--- config.mk ---
export PLATFORM = sky130hd
export DESIGN_NAME = regfile_wb_arbiter
export DESIGN_NICKNAME = d
export VERILOG_FILES = /design/src/rtl/regfile_wb_arbiter.sv
export SDC_FILE = /design/constraint.sdc
export NUM_CORES = 1
export LEC_CHECK = 0
export BUFFER_PORTS_ARGS = -buffer_cell sky130_fd_sc_hd__buf_2
export CAP_MARGIN = 20
export CORE_MARGIN = 3
export CORE_UTILIZATION = 53
export CTS_BUF_LIST = sky130_fd_sc_hd__clkbuf_8
export DETAILED_ROUTE_END_ITERATION = 8
export GPL_ROUTABILITY_DRIVEN = 0
export PLACE_DENSITY = 0.78
export REMOVE_ABC_BUFFERS = 1
export SLEW_MARGIN = 20
export SYNTH_ARGS = -nofsm -noshare
export SYNTH_HDL_FRONTEND = slang
export SYNTH_SLANG_ARGS = --single-unit
--- constraint.sdc ---
create_clock -name clk -period 2.1 [get_ports clk]
set_input_delay 0 -clock clk [delete_from_list [all_inputs] [get_ports clk]]
set_output_delay 0 -clock clk [all_outputs]
set_load 0.01 [all_outputs]
--- src/rtl/regfile_wb_arbiter.sv ---
// Write-port arbiter for the 32x32 register file: in-order writebacks win, long-latency results queue in a FIFO.
// Optional forced-drain on FIFO starvation is enabled by defining WB_ANTI_STARVE_EN.
module regfile_wb_arbiter #(
  parameter int unsigned DEPTH        = 4,
  parameter int unsigned STARVE_LIMIT = 8
) (
  input  logic                     clk,
  input  logic                     reset,
  input  logic                     wb_regwrite,
  input  logic [4:0]               wb_rd,
  input  logic [31:0]              wb_data,
  input  logic                     ll_issue,
  input  logic [4:0]               ll_issue_rd,
  input  logic                     ll_valid,
  input  logic [4:0]               ll_rd,
  input  logic [31:0]              ll_data,
  output logic                     ll_ready,
  input  logic [4:0]               rs_addr,
  input  logic [4:0]               rt_addr,
  output logic                     rs_busy,
  output logic                     rt_busy,
  output logic                     wb_stall,
  output logic                     rf_regwrite,
  output logic [4:0]               rf_wreg,
  output logic [31:0]              rf_wdata,
  output logic [$clog2(DEPTH):0]   fifo_count
);

  localparam int unsigned PW = $clog2(DEPTH);
  localparam int unsigned CW = PW + 1;

  // Parameter sanity checks at elaboration
  if (DEPTH < 2 || (DEPTH & (DEPTH - 1)) != 0) begin : g_bad_depth
    $error("DEPTH must be a power of 2 and at least 2");
  end
  if (STARVE_LIMIT < 1) begin : g_bad_limit
    $error("STARVE_LIMIT must be at least 1");
  end

  logic [4:0]    rd_mem   [DEPTH];
  logic [31:0]   data_mem [DEPTH];
  logic [PW-1:0] wr_ptr;
  logic [PW-1:0] rd_ptr;
  logic [31:0]   busy;
  logic [31:0]   busy_next;
  logic          wb_take;
  logic          pop;
  logic          enq;
  logic [4:0]    head_rd;
  logic [31:0]   head_data;

  assign head_rd   = rd_mem[rd_ptr];
  assign head_data = data_mem[rd_ptr];

  assign ll_ready = !reset && (fifo_count < CW'(DEPTH));
  assign enq      = ll_valid && ll_ready && (ll_rd != 5'd0);
  assign wb_take  = wb_regwrite && (wb_rd != 5'd0) && !wb_stall;
  assign pop      = !wb_take && (fifo_count != '0);

  assign rs_busy = (rs_addr != 5'd0) && busy[rs_addr];
  assign rt_busy = (rt_addr != 5'd0) && busy[rt_addr];

`ifdef WB_ANTI_STARVE_EN
  localparam int unsigned SW = $clog2(STARVE_LIMIT + 1);
  logic [SW-1:0] starve_cnt;

  assign wb_stall = (starve_cnt == SW'(STARVE_LIMIT));

  // Counts cycles the FIFO head has waited behind pipeline writes
  always_ff @(posedge clk) begin
    if (reset) begin
      starve_cnt <= '0;
    end else if (pop || fifo_count == '0) begin
      starve_cnt <= '0;
    end else if (starve_cnt != SW'(STARVE_LIMIT)) begin
      starve_cnt <= starve_cnt + SW'(1);
    end
  end
`else
  assign wb_stall = 1'b0;
`endif

  // Issue sets after pop clears, so a same-edge set wins
  always_comb begin
    busy_next = busy;
    if (pop) busy_next[head_rd] = 1'b0;
    if (ll_issue && ll_issue_rd != 5'd0) busy_next[ll_issue_rd] = 1'b1;
  end

  // FIFO storage needs no reset; occupancy and pointers define validity
  always_ff @(posedge clk) begin
    if (enq) begin
      rd_mem[wr_ptr]   <= ll_rd;
      data_mem[wr_ptr] <= ll_data;
    end
  end

  always_ff @(posedge clk) begin
    if (reset) begin
      wr_ptr      <= '0;
      rd_ptr      <= '0;
      fifo_count  <= '0;
      busy        <= '0;
      rf_regwrite <= 1'b0;
      rf_wreg     <= 5'd0;
      rf_wdata    <= 32'd0;
    end else begin
      if (enq) wr_ptr <= wr_ptr + PW'(1);
      if (pop) rd_ptr <= rd_ptr + PW'(1);
      case ({enq, pop})
        2'b10:   fifo_count <= fifo_count + CW'(1);
        2'b01:   fifo_count <= fifo_count - CW'(1);
        default: fifo_count <= fifo_count;
      endcase
      busy        <= busy_next;
      rf_regwrite <= wb_take || pop;
      if (wb_take) begin
        rf_wreg  <= wb_rd;
        rf_wdata <= wb_data;
      end else if (pop) begin
        rf_wreg  <= head_rd;
        rf_wdata <= head_data;
      end
    end
  end

endmodule

==> results of run 1 <==
## synthesized netlist by cell type, types with 6 or more instances
| master | n | area share, % |
|---|---|---|
| dfxtp_1 | 78 | 17 |
| nand3b_1 | 7 | 0.56 |
| a21oi_1 | 26 | 1.4 |
| buf_1 | 9 | 0.36 |
| mux4_2 | 46 | 11 |
| mux2i_1 | 13 | 1.4 |
| buf_2 | 14 | 0.74 |
| o211ai_1 | 6 | 0.48 |
| a311oi_1 | 51 | 4.7 |
| nor2_1 | 91 | 3.6 |
| clkbuf_1 | 21 | 0.84 |
| o31ai_1 | 9 | 0.72 |
| nand2_1 | 91 | 3.6 |
| nor3_1 | 7 | 0.37 |
| o41ai_1 | 6 | 0.56 |
| edfxtp_1 | 148 | 47 |
| inv_1 | 7 | 0.28 |
## layout by cell type, fill, tap and decap left out, types with 7 or more instances in the layout
| cell type | netlist | routed |
|---|---|---|
| mux2i_1 | 13 | 13 |
| buf_4 | 1 | 32 |
| a21oi_1 | 26 | 26 |
| o31ai_1 | 9 | 8 |
| inv_1 | 7 | 23 |
| buf_2 | 14 | 137 |
| nand3b_1 | 7 | 7 |
| clkbuf_8 | 0 | 38 |
| nand2_1 | 91 | 91 |
| dlygate4sd3_1 | 0 | 83 |
| mux4_2 | 46 | 46 |
| nor2_1 | 91 | 91 |
| edfxtp_1 | 148 | 148 |
| dfxtp_1 | 78 | 76 |
| a311oi_1 | 51 | 51 |
## worst max-delay path: cells and delay by family
family | cells | cell delay [ns]
buffers and inverters | 4 | 1.52
and+or+nand+nor | 1 | 0.40
AOI/OAI and AO/OA | 3 | 0.56
## final cells by class
| cell class | instances | area share [%] |
|---|---|---|
| sequential | 226 | 49.8 |
| multi-input combinational | 418 | 26.7 |
| timing repair buffer | 259 | 15.6 |
| clock buffer | 38 | 4.33 |
| tap | 225 | 2.33 |
| clock inverter | 26 | 0.933 |
| inverter | 7 | 0.218 |
| antenna | 2 | 0.0415 |
## state kept, by name, summed over array words and instances, names as in the netlist, named ones only
name,count
rf_regwrite,1
rf_wdata,32
data_mem,128
wr_ptr,2
rf_wreg,5
rd_ptr,2
busy,31
fifo_count,3
rd_mem,20
## how the worst max path moves through the flow
stage	end	cells after the start
floorplan	rf_wreg[0]$_SDFFE_PP0P_	4
global placement	fifo_count[2]$_SDFFE_PP0P_	10
detailed placement	fifo_count[2]$_SDFFE_PP0P_	10
CTS	fifo_count[2]$_SDFFE_PP0P_	9
global route	rf_wreg[0]$_SDFFE_PP0P_	8
finish	rf_wreg[0]$_SDFFE_PP0P_	8
## kinds of logic (layout without fill, tap and decap cells)
| group | count (synthesis) | count (layout) | share of synthesized area, % |
|---|---|---|---|
| other | 1 | 3 | 0.0398 |
| multiplexers | 62 | 62 | 12.7 |
| buffers and inverters | 53 | 330 | 2.42 |
| AND/OR/NAND/NOR | 232 | 232 | 10.8 |
| XOR/XNOR | 5 | 5 | 0.465 |
| adder cells (fa/ha/maj) | 6 | 6 | 0.876 |
| flip-flops | 226 | 226 | 63.7 |
| AO/OA/AOI/OAI | 112 | 112 | 8.95 |
## through the flow
step / std cells / util (%) / setup TNS [ns] / instance area, um2 / setup slack [ns]
2_1_floorplan: 651 / - / -154.66 / 9230 / -3.02
6_report: 1201 / 69.5 / 0 / 12100 / 0.0419
5_1_grt: 1201 / 69.5 / -0.0311 / 12100 / -0.0297
3_5_place_dp: 1048 / 60.8 / -0.135 / 10500 / -0.135
4_1_cts: 1195 / 69.2 / 0 / 12000 / 0.0780
3_3_place_gp: 1048 / 60.8 / -0.0740 / 10500 / -0.0740
## power groups by stage
stage	sequential (W)	combinational, W	clock (W)
2_1_floorplan	0.00529	0.000964	0
3_3_place_gp	0.00517	0.00187	0
3_5_place_dp	0.00518	0.00189	0
4_1_cts	0.00509	0.00202	0.00339
5_1_grt	0.00512	0.00226	0.00365
6_report	0.00509	0.00208	0.00333
## per-layer routing
metal | up-vias | global-route usage, % | part of all wire (%)
met5 | - | 0 | 0
met4 | 0 | 8.19 | 2.9
met3 | 59 | 5.26 | 7.1
met2 | 275 | 41.3 | 51
met1 | 3422 | 28.2 | 39
li1 | 3197 | - | -
## repair_timing
| action | in CTS | in global routing |
|---|---|---|
| endpoints found under the setup margin | 0 | 2 |
| buffers inserted | 0 | 2 |
| endpoints found under the hold margin | 197 | 0 |
| hold buffers | 83 | 0 |
| gates resized for setup | 0 | 3 |
==> results.md, run 1 <==
- CTS tree: built
- Max-cap violations: 0
- PwrDens: 870 nW/um2
- WP data arrival: 2.50 ns
- Clock sink total: 226
- P&R area growth vs syn: 28.0%
- Slowest cell on crit path: dlygate4sd3_1
- Avg Vias per Cell: 5.79
- Reg2reg start: fifo_count[2]$_SDFFE_PP0P_
- Share of flip-flops with an asynchronous set or reset: 0%
- Mapped Area: 9430 um2
- Reg2Reg Depth: 9
- Clk buf depth: 3
- Hold Vio Cnt, Final: 0
- Overflow after GRT: 0
- Hold-critical path depth: 5
- Layout cell share with drive strength beyond 1: 29.4%
- Crit path top cell by count: dlygate4sd3_1
- H-tree depth reported by CTS: 2
- Post-route ant nets: 0
- Sw Ratio: 28.2%
- Combinational share of power: 19.8%
- Register area share after synthesis: 63.7%
- Die X: 139 um
- Hold slack: 0.0512 ns
- DRT iter0 DRCs: 528
- Yosys warnings: 0
- Reg2reg setup slack: 0.13 ns
- Slew Limit Fails: 0
- Switching power: 0.00296 W
- Initial antenna violation count: 2
- Fmax: 486 MHz
- Vias in the first global route: 7025
- Chip height: 139 um
- First-pass GRT wire length: 36.3 mm
- Total Nets Final: 1048
- Yosys reg bits: 226
- Leak: 4.42 nW
- Required time worst endpoint: 2.54 ns
- # setup viols final: 0
- RR Endpoint: fifo_count[2]$_SDFFE_PP0P_
- Internal Power: 0.00754 W
- Starting Density: 54.3%
- Max VDD drop: 0.000611 V
- CP endpoint kind: flop
- Crit start category: input port
- Post-DP HPWL: 13.6 mm
- Clk slew on worst S/H paths: 0.06 ns
- Seq pwr share: 48.5%
- IO Port Bufs: 137
- Fillers: 1185
- DR WL/cell: 19.8 um
- DR pass1 iterations: 6
- CTS buffer count: 36
- Syn Inst Count: 697
- Core Rows: 48
- Status: complete, no violations
- Worst hold path class: in2reg
- Worst skew pair latency: 0.52 ns
- CP startpoint: wb_rd[3]
- I/O Pins: 139
- Period utilization: 98.0%
- Routed wire length: 23.8 mm
- Cell Chain, Critical Path: dlygate4sd3_1 > buf_2 > or3_4 > o31ai_4 > clkbuf_16 > a32oi_1 > dlygate4sd3_1 > a21oi_1
- Slowest stage delay, CP: 0.58 ns
- Tmin final: 2.06 ns
- Post-synth EDFFs: 148
- Synth cell types: 45
- Worst-path fanout max: 19
- Largest net degree at the start of global routing: 78
- FF/Latch Area: 6010 um2
- DRC: 0
- Slew @ Worst Pin: 0.880 ns
- Pwr Total: 0.0105 W
- Fin Clk Skew: 0.0264 ns
- Via count: 6953
- Die Area: 19400 um2
- Multi-input gate area: 3230 um2
- Clk root buf: clkbuf_8
- Synthesized area per cell: 13.5 um2
- Clk network pwr share: 31.7%
- Core area: 17400 um2
- Crit path kind: in2reg
- Hold endpoint: busy[7]$_SDFF_PP0_
- Max-slew headroom: 41.4%
- Hold_sp: ll_issue
- Commonest register cell after synthesis: edfxtp_1
- GRT Total Usage: 23.3%
Power figures use the tool's default switching activity.
==> run 2, diff against run 1 <==
CORE_UTILIZATION = 40   (was 53)
PLACE_DENSITY = default   (was 0.78)
==> run 2 against run 1 <==
Routed wire length increased by 0.36%. First-iteration DRC count decreased by 18%. Sequential share of layout area decreased by 1.3 points. Die area increased by 31%. Clock power increased by 20%. Via count decreased by 2.6%. Global-route usage decreased by 5.5 points. Worst setup slack got worse by 0.0063 ns. Clock skew about the same. Total power increased by 6.7%. Cell area increased by 2.6%. Maximum frequency decreased by 0.31%. Highest routed layer unchanged.
==> results.md, run 2 (synthesis gave the netlist of run 1 again) <==
- Overflow after GRT: 0
- Pwr Total: 0.0112 W
- Max-cap violations: 0
- Die X: 160 um
- WP data arrival: 2.52 ns
- Antenna diodes: 0
- Starting Density: 41.1%
- Required time worst endpoint: 2.55 ns
- Leak: 4.53 nW
- Core area: 22900 um2
- P&R area growth vs syn: 31.3%
- Post-route ant nets: 0
- Via count: 6769
- GRT Total Usage: 17.9%
- Vias in the first global route: 6824
- Max-slew headroom: 53.2%
- Max VDD drop: 0.000580 V
- Routed wire length: 23.9 mm
- Worst skew pair latency: 0.52 ns
- Fin Clk Skew: 0.0261 ns
- Post-DP HPWL: 14.4 mm
- RSZ-0062 raised after global routing: yes
- Fmax: 484 MHz
- I/O Pins: 139
- Internal Power: 0.00816 W
- Worst-path fanout max: 3
- Slew Limit Fails: 0
- DR WL/cell: 18.4 um
- Largest net degree at the start of global routing: 75
- Tmin final: 2.06 ns
- Chip height: 160 um
- Placement Cell Area: 10700 um2
- DRC: 0
- H-tree depth reported by CTS: 2
- Layout cell share with drive strength beyond 1: 30.2%
- Clk buf depth: 3
- First-pass GRT wire length: 36.8 mm
- Combinational share of power: 18.8%
- Clk root buf: clkbuf_8
- Slew @ Worst Pin: 0.697 ns
- CTS buffer count: 39
- Avg Vias per Cell: 5.22
- Core Rows: 55
- Status: complete, no violations
- Total Nets Final: 1054
- Commonest cells after routing, fill and taps aside: 148 x edfxtp_1, 136 x buf_2, 91 x nor2_1, 91 x nand2_1, 83 x dlygate4sd3_1
- Worst hold path class: in2reg
- Clock sink total: 226
- Largest registers: data_mem: 128 flops, rf_wdata: 32 flops, busy: 31 flops
- CP endpoint kind: flop
- DR pass1 iterations: 5
- Clk slew on worst S/H paths: 0.06 ns
- Fin Setup TNS: 0 ns
- Max FFs per register: 128
- Period utilization: 98.3%
- Crit path kind: in2reg
- # setup viols final: 0
- Largest Register: data_mem
- Sw Ratio: 27.2%
- IO Port Bufs: 137
- Initial antenna violation count: 0
- Crit start category: input port
- Switching power: 0.00305 W
- Clk network pwr share: 35.8%
- Hold Vio Cnt, Final: 0
- DRT iter0 DRCs: 432
- Final core occ: 54.0%
- Commonest non-fill, non-tap cell in the layout: edfxtp_1
- PwrDens: 905 nW/um2
- Seq pwr share: 45.4%
- Final Cell Area: 12400 um2
- CTS tree: built
- Die Area: 25400 um2
-- run 2: area by class of cell --
type | count | area (um2)
flip-flops and latches | 226 | 6010
multi-input cells | 418 | 3230
inverters | 7 | 26.3
well taps | 313 | 392
clock buffers | 44 | 606
fillers | 1950 | 10500
repair buffers | 262 | 1930
clock inverters | 27 | 190
-- run 2: layer usage --
layer	part of all wire, %	GRT usage, %	vias up
met3	6.6	3.64	31
met2	48	29.4	246
met1	44	24.4	3294
li1	-	-	3198
met4	1.5	4.54	0
met5	0	0	-
-- run 2: stage by stage --
step                      setup slack (ns)  std cells  hold slack [ns]
final                               0.0356       1297           0.0310
after global routing               -0.0423       1297           0.0269
after CTS                           0.0460       1290          0.00477
after detailed placement           -0.0519       1136            0.221
after global placement             -0.0279       1136            0.218
after floorplan                      -3.02        651           0.0500
-- run 2: final timing paths --
check / from / to / slack, ns / cells after the start
worst max-delay path: wb_rd[3] / fifo_count[2]$_SDFFE_PP0P_ / 0.04 / 12
worst min-delay path: ll_issue_rd[2] / busy[30]$_SDFF_PP0_ / 0.03 / 4
worst max register to register: fifo_count[2]$_SDFFE_PP0P_ / busy[9]$_SDFF_PP0_ / 0.13 / 6
worst min register to register: rf_wdata[2]$_SDFFE_PP0P_ / rf_wdata[2]$_SDFFE_PP0P_ / 0.48 / 2
-- run 2: timing repair --
item                                    4_1_cts  5_1_grt
resized for setup                             0        6
endpoints found under the hold margin       196        4
hold buffers                                 83        1
endpoints found under the setup margin        0        2
setup buffers                                 0        5
-- run 2: power by group through the flow --
stage	sequential [W]	combinational [W]	clock [W]
floorplan	0.00529	0.000964	0
global placement	0.00517	0.00197	0
detailed placement	0.00517	0.00196	0
CTS	0.00509	0.00209	0.00411
global route	0.00511	0.00231	0.00432
finish	0.00509	0.00211	0.00401
-- run 2: critical path, cell delays in order --
cell and delay [ns]:
dlygate4sd3_1 0.53, buf_2 0.14, o31ai_2 0.25, buf_4 0.19
nand3_2 0.08, inv_1 0.09, ha_2 0.18, inv_1 0.06
fa_2 0.34, xor2_1 0.16, or3_1 0.39, a21oi_2 0.11
==> run 3, diff against run 2 <==
ABC_AREA = 1   (was default)
==> run 3 against run 2 <==
Sequential cell count increased by 1. Cell area increased by 1.9%. Cell count increased by 25%. Core utilization decreased by 2.5 points. Area after synthesis increased by 6.1%. First-iteration DRC count increased by 11%. Via count increased by 20%. Sequential share of layout area decreased by 0.73 points. Count of clock-buffer cells in the layout decreased by 2. Global-route usage increased by 1.7 points. Largest cell class unchanged. Highest routed layer is now met5.
==> results.md, run 3 <==
- Clk slew on worst S/H paths: 0.06 ns
- DRC: 0
- Post-synth top area share: 44.5%
- Mapped Area: 10000 um2
- Post-DP HPWL: 16.2 mm
- Slew @ Worst Pin: 0.607 ns
- Largest net degree at the start of global routing: 47
- Placement Cell Area: 11000 um2
- GRT Total Usage: 19.5%
- Largest area contributor in the netlist: edfxtp_1
- CTS tree: built
- Crit start category: input port
- CTS buffer count: 40
- Layout cell share with drive strength beyond 1: 20.8%
- Die X: 164 um
- Post-synth EDFFs: 148
- Most common cell in the netlist: nand2_1
- Overflow after GRT: 0
- Max FFs per register: 128
- Hold Vio Cnt, Final: 0
- I/O Pins: 139
- Cell Chain, Critical Path: dlygate4sd3_1 > buf_2 > nor3_1 > nand2_1 > nand3_1 > ha_1 > inv_1 > fa_1 > a21oi_1 > o21ai_0 > xor2_1 > nor2_1
- Synth area leaders: edfxtp_1 44%, dfxtp_1 16%, nand2_1 8.3%
- Crit path kind: in2reg
- Syn Inst Count: 1026
- Final core occ: 51.6%
- Top post-synthesis cells by count: 220 x nand2_1, 148 x edfxtp_1, 105 x o21ai_0, 101 x nor2_1, 79 x dfxtp_1
- H-tree depth reported by CTS: 2
- Tmin final: 1.88 ns
- Largest Register: data_mem
- Reg2Reg Depth: 11
- Yosys warnings: 0
- Fin Clk Skew: 0.0179 ns
- Max-slew headroom: 59.2%
- CP Buf/Inv Count: 3
- First-pass GRT wire length: 41.5 mm
- Largest registers: data_mem: 128 flops, busy: 32 flops, rf_wdata: 32 flops
- Die Area: 26900 um2
- Slowest stage delay, CP: 0.54 ns
- Placed Cells: 1459
- Reg2reg setup slack: 0.24 ns
- Slowest cell on crit path: dlygate4sd3_1
- Worst path depth: 12
- Top Family by Delay on Critical Path: buffers and inverters
- Hold_sp: ll_issue
- Via count: 8114
- Starting Density: 40.9%
- Total Nets Final: 1363
- Synth cell types: 37
- Yosys reg bits: 227
- # setup viols final: 0
- P&R area growth vs syn: 26.1%
- Fmax: 532 MHz
- WP data arrival: 2.28 ns
- Required time worst endpoint: 2.50 ns
- Initial antenna violation count: 1
- Reg2reg start: fifo_count[2]$_SDFFE_PP0P_
- IO Port Bufs: 137
- Commonest register cell after synthesis: edfxtp_1
- PwrDens: 1030 nW/um2
- CP startpoint: ll_rd[2]
- Worst hold path class: in2reg
- Max VDD drop: 0.000555 V
- Core area: 24500 um2
- Finished Layout Cells: 1619
- Clock sink total: 227
- CP endpoint kind: flop
- Commonest cells after routing, fill and taps aside: 220 x nand2_1, 148 x edfxtp_1, 137 x buf_2
- RSZ-0062 raised after global routing: no
- Antenna diodes: 0
- Clk root buf: clkbuf_8
- Period utilization: 89.5%
- Worst-path fanout max: 5
- Avg Vias per Cell: 5.01
- Share of flip-flops with an asynchronous set or reset: 0%
- Core Rows: 57
- Chip height: 164 um
- Final Cell Area: 12600 um2
- DRT iter0 DRCs: 481
- Status: complete, no violations
- Max-cap violations: 0
- Worst skew pair latency: 0.54 ns
- Clk buf depth: 3
- Synthesized area per cell: 9.74 um2
- DR WL/cell: 16.1 um
- Slew Limit Fails: 0
- RR Endpoint: fifo_count[2]$_SDFFE_PP0P_
- Leak: 4.95 nW
- Commonest non-fill, non-tap cell in the layout: nand2_1
- DR pass1 iterations: 5
- Routed wire length: 26.1 mm
- Setup crit end: fifo_count[2]$_SDFFE_PP0P_
- Register area share after synthesis: 60.3%
- Post-route ant nets: 0
- Vias in the first global route: 7950
run 3: cell types whose count changed after synthesis, moves of 13 or more:
cell | previous run | this run
o211ai_1 | 6 | 37
inv_1 | 7 | 50
a21oi_1 | 26 | 67
o21ai_1 | 0 | 34
a311oi_1 | 51 | 0
mux2i_1 | 13 | 0
nand3_1 | 4 | 39
mux4_2 | 46 | 0
o21ai_0 | 2 | 105
nand2_1 | 91 | 220
o22ai_1 | 0 | 16
run 3: power breakdown:
part,switching (W),internal (W),leakage (nW),total (W)
sequential,0.000233,0.00522,1.99,0.00545
combinational,0.00260,0.00131,2.50,0.00391
clock,0.00178,0.00188,0.465,0.00366
run 3: logic make-up (layout without fill, tap and decap cells):
kind of cell    count (synthesis)  after routing  synth area share, %
fa+ha+maj                       6              6                0.826
compound gates                264            264                 14.7
buf+inv                       115            384                 5.64
flops                         227            227                 60.3
other cells                     1              1               0.0375
xor+xnor                        2              2                0.175
simple gates                  411            411                 18.4
run 3: repair_timing:
item | in CTS | in global routing
gates resized for setup | 0 | 0
endpoints found under the hold margin | 217 | 0
hold buffers | 86 | 0
setup buffers | 0 | 0
run 3: area by class of cell:
class,count,area (um2)
Timing Repair Buffer,252,1780
Fill cell,2224,11900
Multi-Input combinational cell,684,3440
Clock buffer,42,578
Inverter,58,230
Sequential cell,227,6030
Tap cell,324,405
Clock inverter,32,155
run 3: worst min-delay path: cells and delay by family:
family / cells / cell delay (ns)
AOI/OAI and AO/OA: 1 / 0.05
buffers and inverters: 3 / 0.35
and+or+nand+nor: 2 / 0.12
run 3: worst min path at each step:
stage	endpoint	slack, ns	cells after the start
final	busy[8]$_SDFF_PP0_	0.04	6
after global routing	busy[7]$_SDFF_PP0_	0.07	6
after CTS	flop	0.02	6
after detailed placement	data_mem[0][1]$_DFFE_PP_	0.22	1
after global placement	data_mem[3][11]$_DFFE_PP_	0.22	1
after floorplan	ll_ready	0.05	1
run 3: layer usage:
layer / GRT usage [%] / vias to the layer above / share of wire [%]
met3: 4.29 / 33 / 5.4
met4: 4.88 / 2 / 1.3
met1: 26.2 / 3874 / 46
met2: 32.4 / 189 / 47
li1: - / 4016 / -
met5: 0 / - / 0.050
run 3: through the flow:
step / power, W / TNS, ns / hold slack, ns / setup WS (ns)
final: 0.0130 / 0 / 0.0394 / 0.221
after global routing: 0.0138 / 0 / 0.0657 / 0.0937
after CTS: 0.0131 / 0 / 0.0225 / 0.223
after detailed placement: 0.00933 / 0 / 0.216 / 0.256
after global placement: 0.00929 / 0 / 0.215 / 0.287
after floorplan: 0.00786 / -180.95 / 0.0501 / -1.01
